### config.mk
export PLATFORM = sky130hd
export DESIGN_NAME = param_updown_counter
export DESIGN_NICKNAME = d
export VERILOG_FILES = /design/src/rtl/param_updown_counter_pkg.sv /design/src/rtl/param_updown_counter_next_value.sv /design/src/rtl/param_updown_counter.sv
export SDC_FILE = /design/constraint.sdc
export NUM_CORES = 1
export LEC_CHECK = 0
export CAP_MARGIN = 10
export CORE_UTILIZATION = 34
export CTS_BUF_LIST = sky130_fd_sc_hd__clkbuf_8
export CTS_CLUSTER_DIAMETER = 30
export DETAILED_ROUTE_END_ITERATION = 10
export GPL_ROUTABILITY_DRIVEN = 0
export SYNTH_ARGS = -nofsm -noshare
export SYNTH_HDL_FRONTEND = slang
export SYNTH_SLANG_ARGS = --single-unit
### constraint.sdc
create_clock -name clk -period 2.33 [get_ports clk]
set_input_delay 0.5825 -clock clk [delete_from_list [all_inputs] [get_ports clk]]
set_output_delay 0.5825 -clock clk [all_outputs]
set_load 0.02 [all_outputs]
### src/rtl/param_updown_counter_pkg.sv
// Shared types and constants for the parametrised up/down counter.
package param_updown_counter_pkg;

  // Width of the datapath bus the counter ports sit on.
  localparam int BUS_W = 8;

  // Control FSM encoding.
  typedef enum logic [1:0] {
    IDLE = 2'd0,
    RUN  = 2'd1,
    HALT = 2'd2
  } state_t;

endpackage

### src/rtl/param_updown_counter_next_value.sv
// Combinational bound arithmetic: next count plus terminal/saturate flags.
module counter_next_value #(
  parameter int UUID     = 0,
  parameter int W        = 8,
  parameter bit SATURATE = 1'b0
) (
  input  logic [W-1:0] count,
  input  logic [W-1:0] limit,
  input  logic         down,
  output logic [W-1:0] next_count,
  output logic         term,      // a wrap was applied, or a saturating bound was hit
  output logic         sat_hit    // saturate mode: this step lands on (or stays at) the bound
);

  if (W < 1) begin : g_bad_w
    $error("counter_next_value (uuid %0d): W must be at least 1", UUID);
  end

  logic wrap;

  // Bound handling: up counts wrap/clamp at limit (anything above limit counts
  // as past the bound), down counts wrap/clamp at zero.
  always_comb begin
    next_count = count;
    wrap       = 1'b0;
    sat_hit    = 1'b0;
    if (!down) begin
      if (count >= limit) begin
        next_count = SATURATE ? limit : '0;
        wrap       = !SATURATE;
        sat_hit    = SATURATE;
      end else begin
        next_count = count + 1'b1;
        sat_hit    = SATURATE && ((count + 1'b1) == limit);
      end
    end else begin
      if (count == '0) begin
        next_count = SATURATE ? '0 : limit;
        wrap       = !SATURATE;
        sat_hit    = SATURATE;
      end else begin
        next_count = count - 1'b1;
        sat_hit    = SATURATE && (count == W'(1));
      end
    end
  end

  assign term = wrap | sat_hit;

endmodule

### src/rtl/param_updown_counter.sv
// WIDTH-bit up/down counter with load, programmable limit, wrap or saturate
// mode, registered terminal pulse and a RUN/IDLE/HALT control FSM.
module param_updown_counter
  import param_updown_counter_pkg::*;
#(
  parameter int    UUID     = 0,
  parameter string NAME     = "",
  parameter int    WIDTH    = 8,
  parameter bit    SATURATE = 1'b0
) (
  input  logic             clk,
  input  logic             rst,
  input  logic [BUS_W-1:0] Overrite_Value,
  input  logic             Overrite,
  input  logic             Enable,
  input  logic             Down,
  input  logic [BUS_W-1:0] Limit,
  output logic [BUS_W-1:0] Output,
  output logic             Terminal,
  output logic             Busy
);

  if (WIDTH < 2 || WIDTH > BUS_W) begin : g_bad_width
    $error("param_updown_counter %s (uuid %0d): WIDTH must be 2..%0d", NAME, UUID, BUS_W);
  end

  // Upper bus bits are deliberately ignored on input.
  if (WIDTH < BUS_W) begin : g_unused_hi
    logic unused_hi;
    assign unused_hi = ^{Overrite_Value[BUS_W-1:WIDTH], Limit[BUS_W-1:WIDTH]};
  end

  logic [WIDTH-1:0] count;
  logic [WIDTH-1:0] lim;
  logic [WIDTH-1:0] next_count;
  logic             step_term;
  logic             sat_hit;
  logic             away;
  state_t           state;

  assign lim = Limit[WIDTH-1:0];

  counter_next_value #(
    .UUID     (UUID ^ 1),
    .W        (WIDTH),
    .SATURATE (SATURATE)
  ) u_next (
    .count      (count),
    .limit      (lim),
    .down       (Down),
    .next_count (next_count),
    .term       (step_term),
    .sat_hit    (sat_hit)
  );

  // In HALT, a direction pointing off the bound we are parked on releases the FSM.
  assign away = Down ? (count != '0) : (count != lim);

  // Control FSM, count register and registered outputs.
  always_ff @(posedge clk) begin
    if (rst) begin
      count    <= '0;
      Terminal <= 1'b0;
      Busy     <= 1'b0;
      state    <= IDLE;
    end else if (Overrite) begin
      count    <= Overrite_Value[WIDTH-1:0];
      Terminal <= 1'b0;
      Busy     <= 1'b0;
      state    <= IDLE;
    end else begin
      Terminal <= 1'b0;
      case (state)
        IDLE, RUN: begin
          if (Enable) begin
            count    <= next_count;
            Terminal <= step_term;
            // A saturating hit parks immediately so the bound is not re-flagged.
            if (sat_hit) begin
              state <= HALT;
              Busy  <= 1'b0;
            end else begin
              state <= RUN;
              Busy  <= 1'b1;
            end
          end else begin
            state <= IDLE;
            Busy  <= 1'b0;
          end
        end
        HALT: begin
          Busy <= 1'b0;
          if (away) state <= IDLE;
        end
        default: begin
          state <= IDLE;
          Busy  <= 1'b0;
        end
      endcase
    end
  end

  assign Output = BUS_W'(count);

endmodule

Word level (Yosys, flattened, before mapping)
Index checks and enable logic that the tools add are counted.
{"block": "totals", "register_bits": 12, "out_inout_bits": 10, "inputBits": 21}
{"block": "classes", "n_lt_le_gt_ge": 1, "n_bitwise": 2, "mux": 14, "addsub": 2, "n_eq_ne": 4, "reduce_logical": 10}
{"op": "$mux 8", "n": 6}
{"op": "$add 8x1->8 const B", "n": 1}
{"op": "$ge 8x8->1", "n": 1}
{"op": "$logic_not 8->1", "n": 1}
{"op": "$ne 8x8->1", "n": 1}
{"op": "$reduce_bool 8->1", "n": 1}
{"op": "$sub 8x1->8 const B", "n": 1}
{"op": "$mux 1", "n": 6}
{"op": "$pmux 2 s2", "n": 1}
{"op": "$reduce_bool 2->1", "n": 2}
{"op": "$reduce_or 2->1", "n": 2}
{"op": "$reduce_or 4->1", "n": 1}
{"op": "$reduce_or 3->1", "n": 1}
{"op": "$eq 2x1->1 const B", "n": 1}
{"op": "$eq 2x2->1 const B", "n": 1}
{"op": "$logic_not 2->1", "n": 1}
{"op": "$mux 2", "n": 1}
{"op": "$ne 2x2->1 const B", "n": 1}
{"op": "$not 1->1", "n": 2}
{"op": "$reduce_and 2->1", "n": 1}

Logic depth before layout (Yosys ltp)
Gate-level depths: netlist (run 1).
{"block": "logic_depth", "ltp_word": 6, "depth_mapped": 7, "mapped_depth_nobuf": 6}

By module
From an unflattened synthesis (run 1), not the netlist that was laid out.
{"block": "unflattened", "hier_cells": 152, "area_unflattened_um2": 1295.0}
{"module": "counter_next_value", "cells_each": 91, "instances": 1, "seq_area_each_um2": 0.0, "area_per_inst_um2": 664.4}
{"module": "param_updown_counter", "cells_each": 61, "instances": 1, "seq_area_each_um2": 240.2, "area_per_inst_um2": 630.6}

Worst setup path after synthesis (run 1)
No wires, ideal clock.
{"block": "synth_path", "kind": "register to register", "from": "register count[0], in the netlist Output[0]", "to": "register count[6], in the netlist Output[6]", "setup_slack_ns": 0.288, "path_stages_with_launch": 8, "setup_ns": 0.139, "arrival_time_ns": 1.903, "t_required_ns": 2.191, "path_cell_list": "dfxtp_1 > clkbuf_1 > inv_1 > ha_1 > nand2b_1 > mux2_2 > a2111oi_0 > a211oi_1"}
{"block": "synth_via", "elab_chain_len": 6}
{"item": "start, declared", "line_no": "param_updown_counter.sv:33", "source": "logic [WIDTH-1:0] count;"}
{"item": "start signal, assigned", "line_no": "param_updown_counter.sv:67", "source": "count <= Overrite_Value[WIDTH-1:0];"}
{"item": "start signal, assigned", "line_no": "param_updown_counter.sv:76", "source": "count <= next_count;"}
{"item": "$add 8x1->8 (tied with other cells)", "line_no": "param_updown_counter_next_value.sv:33", "source": "next_count = count + 1'b1;"}
{"item": "$mux 8, on equally long branches", "line_no": "param_updown_counter_next_value.sv:28, param_updown_counter_next_value.sv:37"}
{"item": "$mux 8 *", "line_no": "param_updown_counter_next_value.sv:27", "source": "if (!down) begin"}
{"item": "$mux 8 *", "line_no": "param_updown_counter.sv:75", "source": "if (Enable) begin"}
{"item": "$mux 8 *", "line_no": "param_updown_counter.sv:73", "source": "case (state)"}
{"item": "$mux 8 *", "line_no": "param_updown_counter.sv:66", "source": "end else if (Overrite) begin"}
Every way passes the cells marked *; elsewhere a longest branch is shown, timed or not. The select of a mux whose other input is x is not followed.
A chain may end at the register's enable or synchronous reset.

Worst setup path in the final report (run 1)
{"block": "layout_path", "from": "input port Limit[6]", "to": "register count[5], in the netlist Output[5]"}
{"block": "layout_via", "elab_chain_len": 6}
{"item": "start, declared", "line_no": "param_updown_counter.sv:17", "source": "input logic [BUS_W-1:0] Limit,"}
{"item": "$ge 8x8->1", "line_no": "param_updown_counter_next_value.sv:28", "source": "if (count >= limit) begin"}
{"item": "$mux 8", "line_no": "param_updown_counter_next_value.sv:28"}
{"item": "$mux 8", "line_no": "param_updown_counter_next_value.sv:27"}
{"item": "$mux 8", "line_no": "param_updown_counter.sv:75"}
{"item": "$mux 8", "line_no": "param_updown_counter.sv:73"}
{"item": "$mux 8", "line_no": "param_updown_counter.sv:66"}
Every way passes these cells. The select of a mux whose other input is x is not followed.

==> results of run 1 <==
-- power by group through the flow --
stage	sequential (uW)	combinational [uW]	clock, uW
floorplan	226	233	0
global placement	209	391	0
detailed placement	210	393	0
CTS	206	397	219
global route	210	445	233
finish	207	404	218
-- sequential cells by signal (all words and copies together) (netlist names) --
| name | cells |
|---|---|
| Output | 8 |
| Busy | 1 |
| Terminal | 1 |
-- cell usage in the layout, fill, tap and decap left out, drive strengths merged, types with 6 or more instances in the layout --
cell type,netlist,final
nand2,8,8
nor2,10,10
clkdlybuf4s50,0,30
o211ai,6,6
dfxtp,10,10
nand3,7,7
buf,8,20
ha,11,11
a21oi,9,9
inv,13,13
-- cells by family (layout without fill, tap and decap cells) --
family	count (synthesis)	in the layout	share of synthesized area [%]
mux	2	2	1.71
xor+xnor	7	7	4.94
compound gates	46	46	27.4
flops	10	10	16.1
fa+ha+maj	11	11	11.1
buf+inv	24	67	12.2
simple gates	55	55	26.5
-- final timing paths --
kind / startpoint / end / slack, ns / depth (start not counted)
worst min-delay path: Output[0] / Output[0] / 0.70 / 2
worst max register to register: Output[0] / Output[5] / 0.38 / 6
worst max-delay path: Limit[6] / Output[5] / 0.05 / 7
worst min register to register: Output[0] / Output[0] / 0.70 / 2
-- worst reg2reg max path, cell delays in order, from the launching register on --
cell     delay, ns
dfxtp_1       0.31
inv_1         0.13
ha_1          0.28
or3b_4        0.44
a211o_1       0.28
a41oi_1       0.26
o41ai_2       0.12
-- through the flow --
step	utilization [%]	setup WS [ns]	cell area, um2	hold WS [ns]
6_report	50.5	0.0507	1730	0.702
5_1_grt	50.5	-0.0498	1730	0.739
4_1_cts	49.8	0.0167	1700	0.732
3_5_place_dp	48.2	-0.320	1650	0.715
3_3_place_gp	48.2	-0.210	1650	0.695
2_1_floorplan	-	0.288	1240	0.765
-- per-layer routing --
layer / vias up / wire [um]
li1: 666 / -
met1: 638 / 1720
met2: 46 / 1740
met3: 4 / 181
met4: 0 / 29
met5: - / 0
-- timing repair --
item,in CTS,in global routing
resized for setup,2,4
pin swaps,0,3
setup endpoints to repair,3,4
-- layout make-up --
class                           instances  area [um2]  area share (%)
Tap cell                               46        57.6            3.34
Clock buffer                            4        55.1            3.19
Inverter                               13        48.8            2.83
Multi-Input combinational cell        121         910            52.7
Sequential cell                        10         200            11.6
Timing Repair Buffer                   50         454            26.3
==> results.cfg, run 1 <==
[synth]
ys.warnings.count = 0
ys_ff_latch = 10
synth_most_common_cell = inv_1
async_reset_ff_share_pct = 0
syn_inst = 155
netlist_top_cells_count = inv_1 (13), ha_1 (11), dfxtp_1 (10), nor2_1 (10), a21oi_1 (9)
syn_area_per_cell_um2 = 8.01
yosysUniqueCellTypes = 52
synth_ff_type = dfxtp_1
yosys.area.top_type = dfxtp_1
ys_seq_area_share_pct = 16.1
yosys.area.top_type_share_pct = 16.1
synth.cell_area_um2 = 1240
syn_nets = 187
synth_edf_count = 0
ys_top_cells_by_area = dfxtp_1 (16%), ha_1 (11%), buf_6 (5.4%)

[sta]
worstMarginPinSlew_ns = 0.452
period_needed_ns = 2.28
skew_ns = 0.00224
timing.fmax_ghz = 0.439
setup_violations = 0
fin_crit_sh_pct = 97.8
hold_viol_final = 0
final_max_slew_viol_count = 0
maxSlewHeadroom_pct = 69.7
tns_ns = 0

[place]
dp_hpwl_mm = 2.92
io_buffers = 30
place_inst = 240

[critical_path]
path_delay_family = compound AO/OA/AOI/OAI gates
critPathRequiredTime_ns = 2.46
crit_type = input pin to flip-flop
critPathMaxStageDelay_ns = 0.49
critPathSlowestCell = clkdlybuf4s50_1
path_max_fanout = 5
path_cells = clkdlybuf4s50_1, inv_1, ha_4, a21o_1, a211oi_4, o21ai_1, o41ai_2
critPathBufInv = 2
start_kind = input pin
arrival_ns = 2.41
crit_path_end_kind = flip-flop

[grt]
grt_start_max_net_pins = 12
grt_pass1_vias = 1324
grt-ovfl-total = 0
met1_usage_pct = 27.5
gr-usage-met2_pct = 32.3
grt.total_usage_pct = 19.7
antenna_found_initial = 0
grt_pass1_wl_mm = 6.22
top_usage_layer = met2
use_met3_pct = 1.46

[routing]
ant_nets = 0
routed_wl_mm = 3.67
drc = 0
dr_total_vias = 1354
drt_iter0_drc = 84
routedWlPerCell_um = 15.0
first_pass_iters = 4
vias_per_cell = 5.55

[layout]
nets = 231
num_antenna_cells = 0
syn_to_final_growth_pct = 39.0
fin_cells = 244
nFillCells = 346
drive_gt1_share_pct = 18.2

[clock_network]
cts_setup_buffers = 0
cts_tree = done
cts_sinks = 10
clk_latency_ns = 0.23
cts_buffers = 3
cts-root-buf = clkbuf_8
cts.clk_slew.worst_paths_ns = 0.05
clk_path_buf_depth = 2
hold_buffers = 0
h-tree-depth = 1

[pwr]
power_density_nw_per_um2 = 481
switching_share_pct = 35.8
power_uw = 830
leakage_uw = 0.000712
power_frac_seq_pct = 25.0
internal_power_uw = 533
p_clk_share_pct = 26.3
vdd_ir_drop_max_mv = 0.199
combPwrFrac_pct = 48.7
switching_power_uw = 297

[floorplan]
die_area_um2 = 3900
start_util_pct = 36.3
core_um2 = 3420
die_x_um = 62.4
die_h_um = 62.4
fp-row-count = 21
pin_count = 31

[run]
maxCapViolations = 0

[outcome]
status = complete, no violations

[min_path]
min_path_type = flip-flop to flip-flop
(Power assumes the default switching activity.)
==> inputs of run 2 (changes only) <==
- HOLD_SLACK_MARGIN: unset -> 0.02
==> results of run 2 <==
The final DEF is identical to that of run 1; final timing and power are the same.
==> inputs of run 3 (changes only) <==
- GPL_TIMING_DRIVEN: unset -> 0
==> results.cfg, run 3 (synthesis gave the netlist of run 1 again) <==
[clock_network]
cts.clk_slew.worst_paths_ns = 0.05
cts-root-buf = clkbuf_8
cts_buffers = 3
clk_latency_ns = 0.25
h-tree-depth = 1
cts_sinks = 10
clk_path_buf_depth = 2
cts_tree = done

[critical_path]
crit_type = input pin to flip-flop
start_kind = input pin
reg2reg_to = Output[5]
critPathSlowestCell = clkdlybuf4s50_1
reg2regPathDepth = 7
r2r-start = Output[0]
critPathRequiredTime_ns = 2.49
path_max_fanout = 5
path_cells = clkdlybuf4s50_1, inv_2, ha_4, a21o_1, a211oi_4, buf_6, o21ai_4, o41ai_2
crit_path_end_kind = flip-flop
r2r_setup_slack_ns = 0.18
arrival_ns = 2.40
critPathMaxStageDelay_ns = 0.50

[grt]
grt-ovfl-total = 0
antenna_found_initial = 0
grt.total_usage_pct = 19.7
grt_start_max_net_pins = 11
grt_pass1_vias = 1266
grt_pass1_wl_mm = 6.12

[place]
dp_hpwl_mm = 2.79
place_inst = 229
dp_slack_ns = -0.477
io_buffers = 28

[layout]
ff_latch_area_um2 = 200
final_common_cell = clkdlybuf4s50_1
largest_register_ffs = 8
multiInputGateArea_um2 = 933
num_antenna_cells = 0
drive_gt1_share_pct = 18.4
syn_to_final_growth_pct = 37.4
nFillCells = 343
fin_cells = 236
nets = 223
layout_common_cells = clkdlybuf4s50_1 (28), inv_1 (12), dfxtp_1 (10), nor2_1 (10), ha_1 (10)

[routing]
first_pass_iters = 4
drc = 0
routed_wl_mm = 3.83
drt_iter0_drc = 89
routedWlPerCell_um = 16.2
dr_total_vias = 1347
vias_per_cell = 5.71
ant_nets = 0

[sta]
skew_ns = 0.00226
timing.fmax_ghz = 0.445
worstMarginPinSlew_ns = 0.464
maxSlewHeadroom_pct = 68.9
setup_ws_ns = 0.0816
period_needed_ns = 2.25
holdWs_ns = 0.681
final_max_slew_viol_count = 0
setup_violations = 0
hold_viol_final = 0
fin_crit_sh_pct = 96.5

[min_path]
min_to = Output[4]
min_delay_path_depth = 3
min_path_type = input pin to flip-flop
worstHoldStart = Down

[pwr]
leakage_uw = 0.000686
vdd_ir_drop_max_mv = 0.192
power_density_nw_per_um2 = 498

[floorplan]
pin_count = 31
fp-row-count = 21
die_x_um = 62.4
die_h_um = 62.4
core_um2 = 3420
die_area_um2 = 3900
start_util_pct = 36.3

[run]
maxCapViolations = 0

[outcome]
status = complete, no violations
[run 3: changes by cell type in the layout (fill, tap and decap cells not counted), moves of 2 or more]
cell             previous run  this run
buf_6                       1         7
clkdlybuf4s50_1            30        28
clkbuf_2                    0         2
buf_4                      19         3
[run 3: critical path, delay by kind of cell]
family / cells / cell delay, ns
adders and majority gates: 1 / 0.24
AOI/OAI and AO/OA: 4 / 0.87
buffers and inverters: 3 / 0.72
[run 3: worst max-delay path by stage]
stage                     startpoint        end  slack (ns)  cells after the start
after floorplan            Output[0]  Output[6]        0.29                      7
after global placement      Limit[6]  Output[0]       -0.44                      7
after detailed placement    Limit[6]  Output[5]       -0.48                      7
after CTS                   Limit[6]  Output[6]        0.02                      8
after global routing        Limit[6]  Output[3]       -0.01                      8
final                       Limit[6]  Output[5]        0.08                      8
[run 3: metal layers]
layer / vias to the layer above / part of all wire (%) / global-route usage [%]
li1: 645 / - / -
met1: 610 / 44 / 26.4
met2: 81 / 46 / 31.1
met3: 11 / 7.8 / 2.37
met4: 0 / 2.2 / 9.59
met5: - / 0 / 0
[run 3: layout make-up]
type | count | area share (%)
Clock buffer | 4 | 3.23
Tap cell | 46 | 3.37
Inverter | 13 | 2.86
Sequential cell | 10 | 11.7
Timing Repair Buffer | 31 | 18.0
Multi-Input combinational cell | 121 | 54.7
Buffer | 11 | 6.09
[run 3: report_power, final]
part	total (uW)	leakage [uW]	switching, uW	internal, uW
sequential	211	0.0000827	24.7	187
combinational	405	0.000575	212	192
clock	233	0.0000288	83.3	150
total	849	0.000686	320	528
[run 3: metrics by stage]
step	utilization, %	instance area [um2]	TNS, ns	total power (uW)
after floorplan	-	1240	0	459
after global placement	46.2	1580	-2.26	579
after detailed placement	46.2	1580	-2.36	582
after CTS	48.8	1670	0	828
after global routing	49.9	1710	-0.0128	897
final	49.9	1710	0	849
[run 3: repair_timing]
action                     4_1_cts  5_1_grt
pin swaps                        1        2
gates resized for setup          4        9
buffers inserted                 2        1
hold buffers                     0        0
setup endpoints to repair        5        6
